<file path="src/rtl/pb_pkg.sv">
// rtl/pb_pkg.sv - shared constants and types for the push-button conditioner
package pb_pkg;

    localparam int PB_NUM                = 21;
    localparam int PB_CODE_W             = $clog2(PB_NUM);
    localparam int PB_TICK_DIV_DEFAULT   = 10000;
    localparam int PB_STABLE_CNT_DEFAULT = 4;

    typedef logic [PB_NUM-1:0] pb_vec_t;

    // Width of a counter or index covering n values, never narrower than 1 bit
    function automatic int pb_width(input int n);
        return (n > 1) ? $clog2(n) : 1;
    endfunction

endpackage

</file>
<file path="src/rtl/pb_debounce_bit.sv">
// rtl/pb_debounce_bit.sv - synchronizer, stable counter, level and edge strobes for one button
module pb_debounce_bit
    import pb_pkg::*;
#(
    parameter int STABLE_CNT = PB_STABLE_CNT_DEFAULT
) (
    input  logic clk,
    input  logic reset,
    input  logic tick,
    input  logic raw,
    output logic level,
    output logic rise,
    output logic fall
);

    localparam int CNT_W = $clog2(STABLE_CNT + 1);
    localparam logic [CNT_W-1:0] CNT_LAST = CNT_W'(STABLE_CNT - 1);

    logic             meta;
    logic             sync;
    logic [CNT_W-1:0] cnt;

    // Two-flop synchronizer, then on each tick count consecutive disagreements and commit on the last one
    always_ff @(posedge clk) begin
        if (reset) begin
            meta  <= 1'b0;
            sync  <= 1'b0;
            cnt   <= '0;
            level <= 1'b0;
            rise  <= 1'b0;
            fall  <= 1'b0;
        end else begin
            meta <= raw;
            sync <= meta;
            rise <= 1'b0;
            fall <= 1'b0;
            if (tick) begin
                if (sync == level) begin
                    cnt <= '0;
                end else if (cnt == CNT_LAST) begin
                    level <= sync;
                    cnt   <= '0;
                    rise  <= sync;
                    fall  <= ~sync;
                end else begin
                    cnt <= cnt + CNT_W'(1);
                end
            end
        end
    end

endmodule

</file>
<file path="src/rtl/pb_conditioner.sv">
// rtl/pb_conditioner.sv - debounced push-button levels, edge strobes and lowest-held key code
module pb_conditioner
    import pb_pkg::*;
#(
    parameter  int NUM_PB     = PB_NUM,
    parameter  int TICK_DIV   = PB_TICK_DIV_DEFAULT,
    parameter  int STABLE_CNT = PB_STABLE_CNT_DEFAULT,
    localparam int CODE_W     = pb_width(NUM_PB)
) (
    input  logic              clk,
    input  logic              reset,
    input  logic [NUM_PB-1:0] pb_raw,
    output logic [NUM_PB-1:0] pb_level,
    output logic [NUM_PB-1:0] pb_press,
    output logic [NUM_PB-1:0] pb_release,
    output logic              key_valid,
    output logic [CODE_W-1:0] key_code,
    output logic              key_strobe
);

    localparam int DIV_W = pb_width(TICK_DIV);
    localparam logic [DIV_W-1:0] DIV_LAST = DIV_W'(TICK_DIV - 1);

    logic [DIV_W-1:0] div_cnt;
    logic             tick;

    assign tick = (div_cnt == DIV_LAST);

    // Shared sample-rate prescaler: counts 0..TICK_DIV-1, tick on the last count
    always_ff @(posedge clk) begin
        if (reset || tick) begin
            div_cnt <= '0;
        end else begin
            div_cnt <= div_cnt + DIV_W'(1);
        end
    end

    for (genvar g = 0; g < NUM_PB; g++) begin : g_bit
        pb_debounce_bit #(
            .STABLE_CNT (STABLE_CNT)
        ) u_bit (
            .clk   (clk),
            .reset (reset),
            .tick  (tick),
            .raw   (pb_raw[g]),
            .level (pb_level[g]),
            .rise  (pb_press[g]),
            .fall  (pb_release[g])
        );
    end

    // Priority encoder over debounced levels; scanning downward lets the lowest held index win
    always_comb begin
        key_code = '0;
        for (int i = NUM_PB - 1; i >= 0; i--) begin
            if (pb_level[i]) begin
                key_code = CODE_W'(i);
            end
        end
    end

    assign key_valid  = |pb_level;
    assign key_strobe = |pb_press;

endmodule

</file>
<file path="config.mk">
export PLATFORM = sky130hd
export DESIGN_NAME = pb_conditioner
export DESIGN_NICKNAME = d
export VERILOG_FILES = /design/src/rtl/pb_pkg.sv /design/src/rtl/pb_debounce_bit.sv /design/src/rtl/pb_conditioner.sv
export SDC_FILE = /design/constraint.sdc
export NUM_CORES = 1
export LEC_CHECK = 0
export ABC_AREA = 1
export BUFFER_PORTS_ARGS = -buffer_cell sky130_fd_sc_hd__buf_2
export CAP_MARGIN = 25
export CORE_MARGIN = 1.5
export CORE_UTILIZATION = 55
export DETAILED_ROUTE_END_ITERATION = 8
export GPL_TIMING_DRIVEN = 0
export PLACE_DENSITY = 0.76
export SLEW_MARGIN = 40
export SYNTH_ARGS = -nofsm -noshare
export SYNTH_HDL_FRONTEND = slang
export SYNTH_SLANG_ARGS = --single-unit
</file>
<file path="constraint.sdc">
create_clock -name clk -period 4.3 [get_ports clk]
set_clock_uncertainty 0.05 [all_clocks]
set_input_delay 0.43 -clock clk [delete_from_list [all_inputs] [get_ports clk]]
set_output_delay 0.43 -clock clk [all_outputs]
set_load 0.01 [all_outputs]
</file>
==> metrics.txt <==
# TYPE chip_impl_metric gauge
chip_impl_metric{name="place.gp.congestion",unit=""} 0.861
chip_impl_metric{name="cts-root-to-sink-buffers",unit=""} 2
chip_impl_metric{name="max_freq",unit="GHz"} 0.377
chip_impl_metric{name="tritoncts_num_sinks",unit=""} 182
chip_impl_metric{name="dieArea",unit="um^2"} 14400
chip_impl_metric{name="synth.yosys.warnings",unit=""} 0
chip_impl_metric{name="cts_repair_resize_count",unit=""} 0
chip_impl_metric{name="drv.max_cap_violation_count",unit=""} 0
chip_impl_metric{name="synthCells",unit=""} 921
chip_impl_metric{name="globalRouteTotalUtil",unit=""} 0.237
chip_impl_info{name="hp-class",value="in -> reg"} 1
chip_impl_metric{name="clk-insertion-delay-late",unit="ns"} 0.43
chip_impl_metric{name="synthToLayoutAreaGrowth",unit="%"} 17.0
chip_impl_info{name="grt_setup_unrepaired",value="false"} 1
chip_impl_metric{name="synth_edf_count",unit=""} 0
chip_impl_metric{name="share_of_power_burned_in_the_clock_network",unit=""} 0.465
chip_impl_metric{name="drt_pre_antenna_iters",unit=""} 5
chip_impl_metric{name="start_util",unit=""} 0.568
chip_impl_metric{name="post_synth_instance_area",unit="um^2"} 7550
chip_impl_metric{name="p_sw",unit="mW"} 0.708
chip_impl_metric{name="cts.repair_timing.setup_buffer_count",unit=""} 0
chip_impl_metric{name="cell_internal_pwr",unit="mW"} 2.68
chip_impl_metric{name="worst-endpoint-required",unit="ns"} 3.82
chip_impl_metric{name="design_area",unit="um^2"} 8830
chip_impl_metric{name="worst_setup_hold_path_clk_slew",unit="ns"} 0.06
chip_impl_metric{name="num_antenna_cells",unit=""} 0
chip_impl_metric{name="numCtsBuffers",unit=""} 17
chip_impl_info{name="cts_root_buf",value="sky130_fd_sc_hd__clkbuf_16"} 1
chip_impl_metric{name="critical_path_fanouts_max",unit=""} 2
chip_impl_metric{name="max_slew.worst_pin.slew",unit="ns"} 0.742
chip_impl_metric{name="setup_total_negative_slack",unit="ns"} 0
chip_impl_metric{name="total_leakage_power",unit="nW"} 4.18
chip_impl_metric{name="grt_pass1_wl",unit="um"} 26200
chip_impl_metric{name="remaining_drc_errors",unit=""} 0
chip_impl_metric{name="power.ir.vdd_worst",unit="V"} 0.000276
chip_impl_metric{name="placedInstanceArea",unit="um^2"} 8230
chip_impl_info{name="setup.worst_path.start_class",value="flop"} 1
chip_impl_metric{name="yosysTopAreaCellShare",unit=""} 0.483
chip_impl_metric{name="cts.htree.levels",unit=""} 4
chip_impl_info{name="cts_tree",value="built"} 1
chip_impl_info{name="hold_path_startpoint",value="pb_raw[8]"} 1
chip_impl_metric{name="ys_seq_area_frac",unit=""} 0.483
chip_impl_metric{name="fill_cells",unit=""} 1136
chip_impl_metric{name="fp.dieW",unit="um"} 120
chip_impl_metric{name="routed-via-count",unit=""} 5888
chip_impl_info{name="outcome",value="completed"} 1
chip_impl_info{name="setup.worst_path.class",value="reg -> out"} 1
chip_impl_metric{name="first_global_vias",unit=""} 5524
chip_impl_metric{name="worst-r2r-setup-slack",unit="ns"} 2.11
chip_impl_info{name="hold-path-endpoint",value="g_bit[8].u_bit.meta$_SDFF_PP0_"} 1
chip_impl_metric{name="layout-drive-gt1-share",unit=""} 0.228
chip_impl_metric{name="detail_route.wl_per_cell",unit="um"} 13.3
chip_impl_info{name="synth_top_cell_by_area",value="sky130_fd_sc_hd__dfxtp_1"} 1
chip_impl_metric{name="power_frac_seq",unit=""} 0.508
chip_impl_metric{name="pre_cts_slack",unit="ns"} 2.12
chip_impl_info{name="r2r-end",value="g_bit[0].u_bit.cnt[2]$_SDFFE_PP0N_"} 1
chip_impl_metric{name="worstRegToRegCells",unit=""} 11
chip_impl_metric{name="portBuffers",unit=""} 91
chip_impl_info{name="setup.worst_path.end_class",value="primary output"} 1
chip_impl_metric{name="wirelength",unit="um"} 16200
chip_impl_metric{name="pin_count",unit=""} 93
chip_impl_metric{name="ys_types",unit=""} 44
chip_impl_metric{name="slew_viol_final",unit=""} 0
chip_impl_metric{name="per_instance_average_area_after_synthesis",unit="um^2"} 8.20
chip_impl_metric{name="globalRouteOverflowTotal",unit=""} 0
chip_impl_metric{name="max_transition_margin",unit=""} 0.506
chip_impl_metric{name="netSwitchingFraction",unit=""} 0.209
chip_impl_metric{name="cellPowerDensity",unit="nW/um^2"} 383
chip_impl_metric{name="postSynthNetCount",unit=""} 966
chip_impl_info{name="synth.top_cells.by_area",value="sky130_fd_sc_hd__dfxtp_1 48%, sky130_fd_sc_hd__inv_1 8.3%, sky130_fd_sc_hd__nor2_1 6.5%"} 1
chip_impl_info{name="synthFlopType",value="sky130_fd_sc_hd__dfxtp_1"} 1
chip_impl_metric{name="fin_nets",unit=""} 1076
chip_impl_metric{name="final_critical_path_setup_slack",unit="ns"} 1.65
chip_impl_metric{name="core_region_area",unit="um^2"} 13300
chip_impl_metric{name="ant_nets",unit=""} 0
chip_impl_metric{name="total_setup_violations_reported_at_the_end_of_the_flow",unit=""} 0
chip_impl_metric{name="detail_route.iter0.violations",unit=""} 391
chip_impl_info{name="regToRegStartpoint",value="div_cnt[0]$_SDFF_PP0_"} 1
chip_impl_metric{name="post-dp-hpwl",unit="um"} 11500
chip_impl_metric{name="die_height",unit="um"} 120
chip_impl_metric{name="cts_hold_buffers",unit=""} 0
chip_impl_metric{name="synth_seq_cells",unit=""} 182
chip_impl_metric{name="worstHoldPathCells",unit=""} 3
chip_impl_metric{name="row_count",unit=""} 42
chip_impl_metric{name="timing.final.crit_period",unit="ns"} 2.65
chip_impl_metric{name="maximum_number_of_pins_on_one_net_before_global_route_repair",unit=""} 17
chip_impl_metric{name="async_reset_ff_frac",unit=""} 0
chip_impl_metric{name="avgViaCountPerCell",unit=""} 4.83
chip_impl_metric{name="grt_antenna_before_repair",unit=""} 0
chip_impl_metric{name="final_worst_path_period_share",unit=""} 0.616
chip_impl_info{name="final_common_cell",value="sky130_fd_sc_hd__dfxtp_1"} 1
chip_impl_info{name="most-common-layout-cells",value="182 x sky130_fd_sc_hd__dfxtp_1, 166 x sky130_fd_sc_hd__inv_1, 130 x sky130_fd_sc_hd__nor2_1, 101 x sky130_fd_sc_hd__buf_2, 95 x sky130_fd_sc_hd__nand2_1"} 1
chip_impl_metric{name="worst_ep_arrival_time",unit="ns"} 2.17
chip_impl_metric{name="comb_power_share",unit=""} 0.027
chip_impl_metric{name="hold_viol_final",unit=""} 0
## worst max path at each step
stage / start / endpoint / slack, ns / cells past startpoint
2_1_floorplan: g_bit[17].u_bit.level$_SDFFE_PP0P_ / key_code[0] / 2.50 / 18
3_3_place_gp: g_bit[19].u_bit.level$_SDFFE_PP0P_ / key_code[0] / 2.12 / 19
3_5_place_dp: g_bit[19].u_bit.level$_SDFFE_PP0P_ / key_code[0] / 2.12 / 19
4_1_cts: g_bit[19].u_bit.level$_SDFFE_PP0P_ / key_code[0] / 1.65 / 19
5_1_grt: g_bit[17].u_bit.level$_SDFFE_PP0P_ / key_code[0] / 1.41 / 19
6_report: g_bit[9].u_bit.rise$_SDFF_PP0_ / key_strobe / 1.65 / 4
## metrics by stage
step | power [mW] | std cells | hold slack (ns) | utilization
after floorplan | 1.81 | 921 | 0.338 | -
after global placement | 1.85 | 1188 | 0.341 | 0.619
after detailed placement | 1.85 | 1188 | 0.344 | 0.619
after CTS | 3.41 | 1220 | 0.135 | 0.664
after global routing | 3.49 | 1220 | 0.150 | 0.664
final | 3.38 | 1220 | 0.149 | 0.664
## per-layer routing
layer  up-vias  part of all wire  global-route usage
li1       3044                 -                   -
met1      2659              0.45               0.292
met2       151              0.46               0.386
met3        34             0.059              0.0608
met4         0             0.034               0.115
met5         -                 0                   0
## final cells by class
| type | instances | area [um^2] | share of cell area |
|---|---|---|---|
| Clock buffer | 19 | 453 | 0.0513 |
| Multi-Input combinational cell | 478 | 2660 | 0.301 |
| Buffer | 86 | 587 | 0.0664 |
| Inverter | 175 | 657 | 0.0744 |
| Timing Repair Buffer | 91 | 455 | 0.0516 |
| Tap cell | 176 | 220 | 0.0249 |
| Clock inverter | 13 | 154 | 0.0174 |
| Sequential cell | 182 | 3640 | 0.413 |
## kinds of logic after synthesis
kind of cell             Yosys count  synth area share
AND/OR/NAND/NOR                  328             0.202
buffers and inverters            261             0.165
flip-flops                       182             0.483
AO/OA/AOI/OAI                    104            0.0862
XOR/XNOR                          24            0.0278
adder cells (fa/ha/maj)           22            0.0365
## power groups by stage
| stage | clock network [mW] | logic [mW] | registers, mW |
|---|---|---|---|
| 2_1_floorplan | 0 | 0.0589 | 1.75 |
| 3_3_place_gp | 0 | 0.0904 | 1.76 |
| 3_5_place_dp | 0 | 0.0918 | 1.76 |
| 4_1_cts | 1.59 | 0.0926 | 1.72 |
| 5_1_grt | 1.67 | 0.104 | 1.72 |
| 6_report | 1.57 | 0.0920 | 1.72 |
## state kept, by name, indices dropped and copies added, names as in the netlist
register           count
g_bit.u_bit.rise      21
div_cnt               14
g_bit.u_bit.sync      21
g_bit.u_bit.cnt       63
g_bit.u_bit.level     21
g_bit.u_bit.fall      21
g_bit.u_bit.meta      21
## synth_stat cells (3+ instances only)
cell type / n
sky130_fd_sc_hd__a21oi_1: 11
sky130_fd_sc_hd__a22o_1: 6
sky130_fd_sc_hd__a31o_2: 6
sky130_fd_sc_hd__a32o_1: 8
sky130_fd_sc_hd__buf_2: 10
sky130_fd_sc_hd__buf_4: 63
sky130_fd_sc_hd__clkbuf_1: 9
sky130_fd_sc_hd__dfxtp_1: 182
sky130_fd_sc_hd__ha_1: 22
sky130_fd_sc_hd__inv_1: 166
sky130_fd_sc_hd__inv_2: 8
sky130_fd_sc_hd__nand2_1: 95
sky130_fd_sc_hd__nand3_1: 42
sky130_fd_sc_hd__nand4_1: 6
sky130_fd_sc_hd__nor2_1: 130
sky130_fd_sc_hd__nor2_2: 8
sky130_fd_sc_hd__nor2_4: 7
sky130_fd_sc_hd__nor3_1: 18
sky130_fd_sc_hd__nor3_2: 3
sky130_fd_sc_hd__nor4_1: 8
sky130_fd_sc_hd__o21ai_0: 45
sky130_fd_sc_hd__o21ai_1: 4
sky130_fd_sc_hd__o22ai_1: 14
sky130_fd_sc_hd__xnor2_1: 21
sky130_fd_sc_hd__xor2_1: 3
## worst max-delay path: stages (launching register included)
cell and delay (ns):
sky130_fd_sc_hd__dfxtp_1 0.32, sky130_fd_sc_hd__nor4_1 0.52, sky130_fd_sc_hd__nand4_1 0.27, sky130_fd_sc_hd__or3b_2 0.49
sky130_fd_sc_hd__buf_2 0.15
Note: power is estimated with default switching activity, not from simulation.
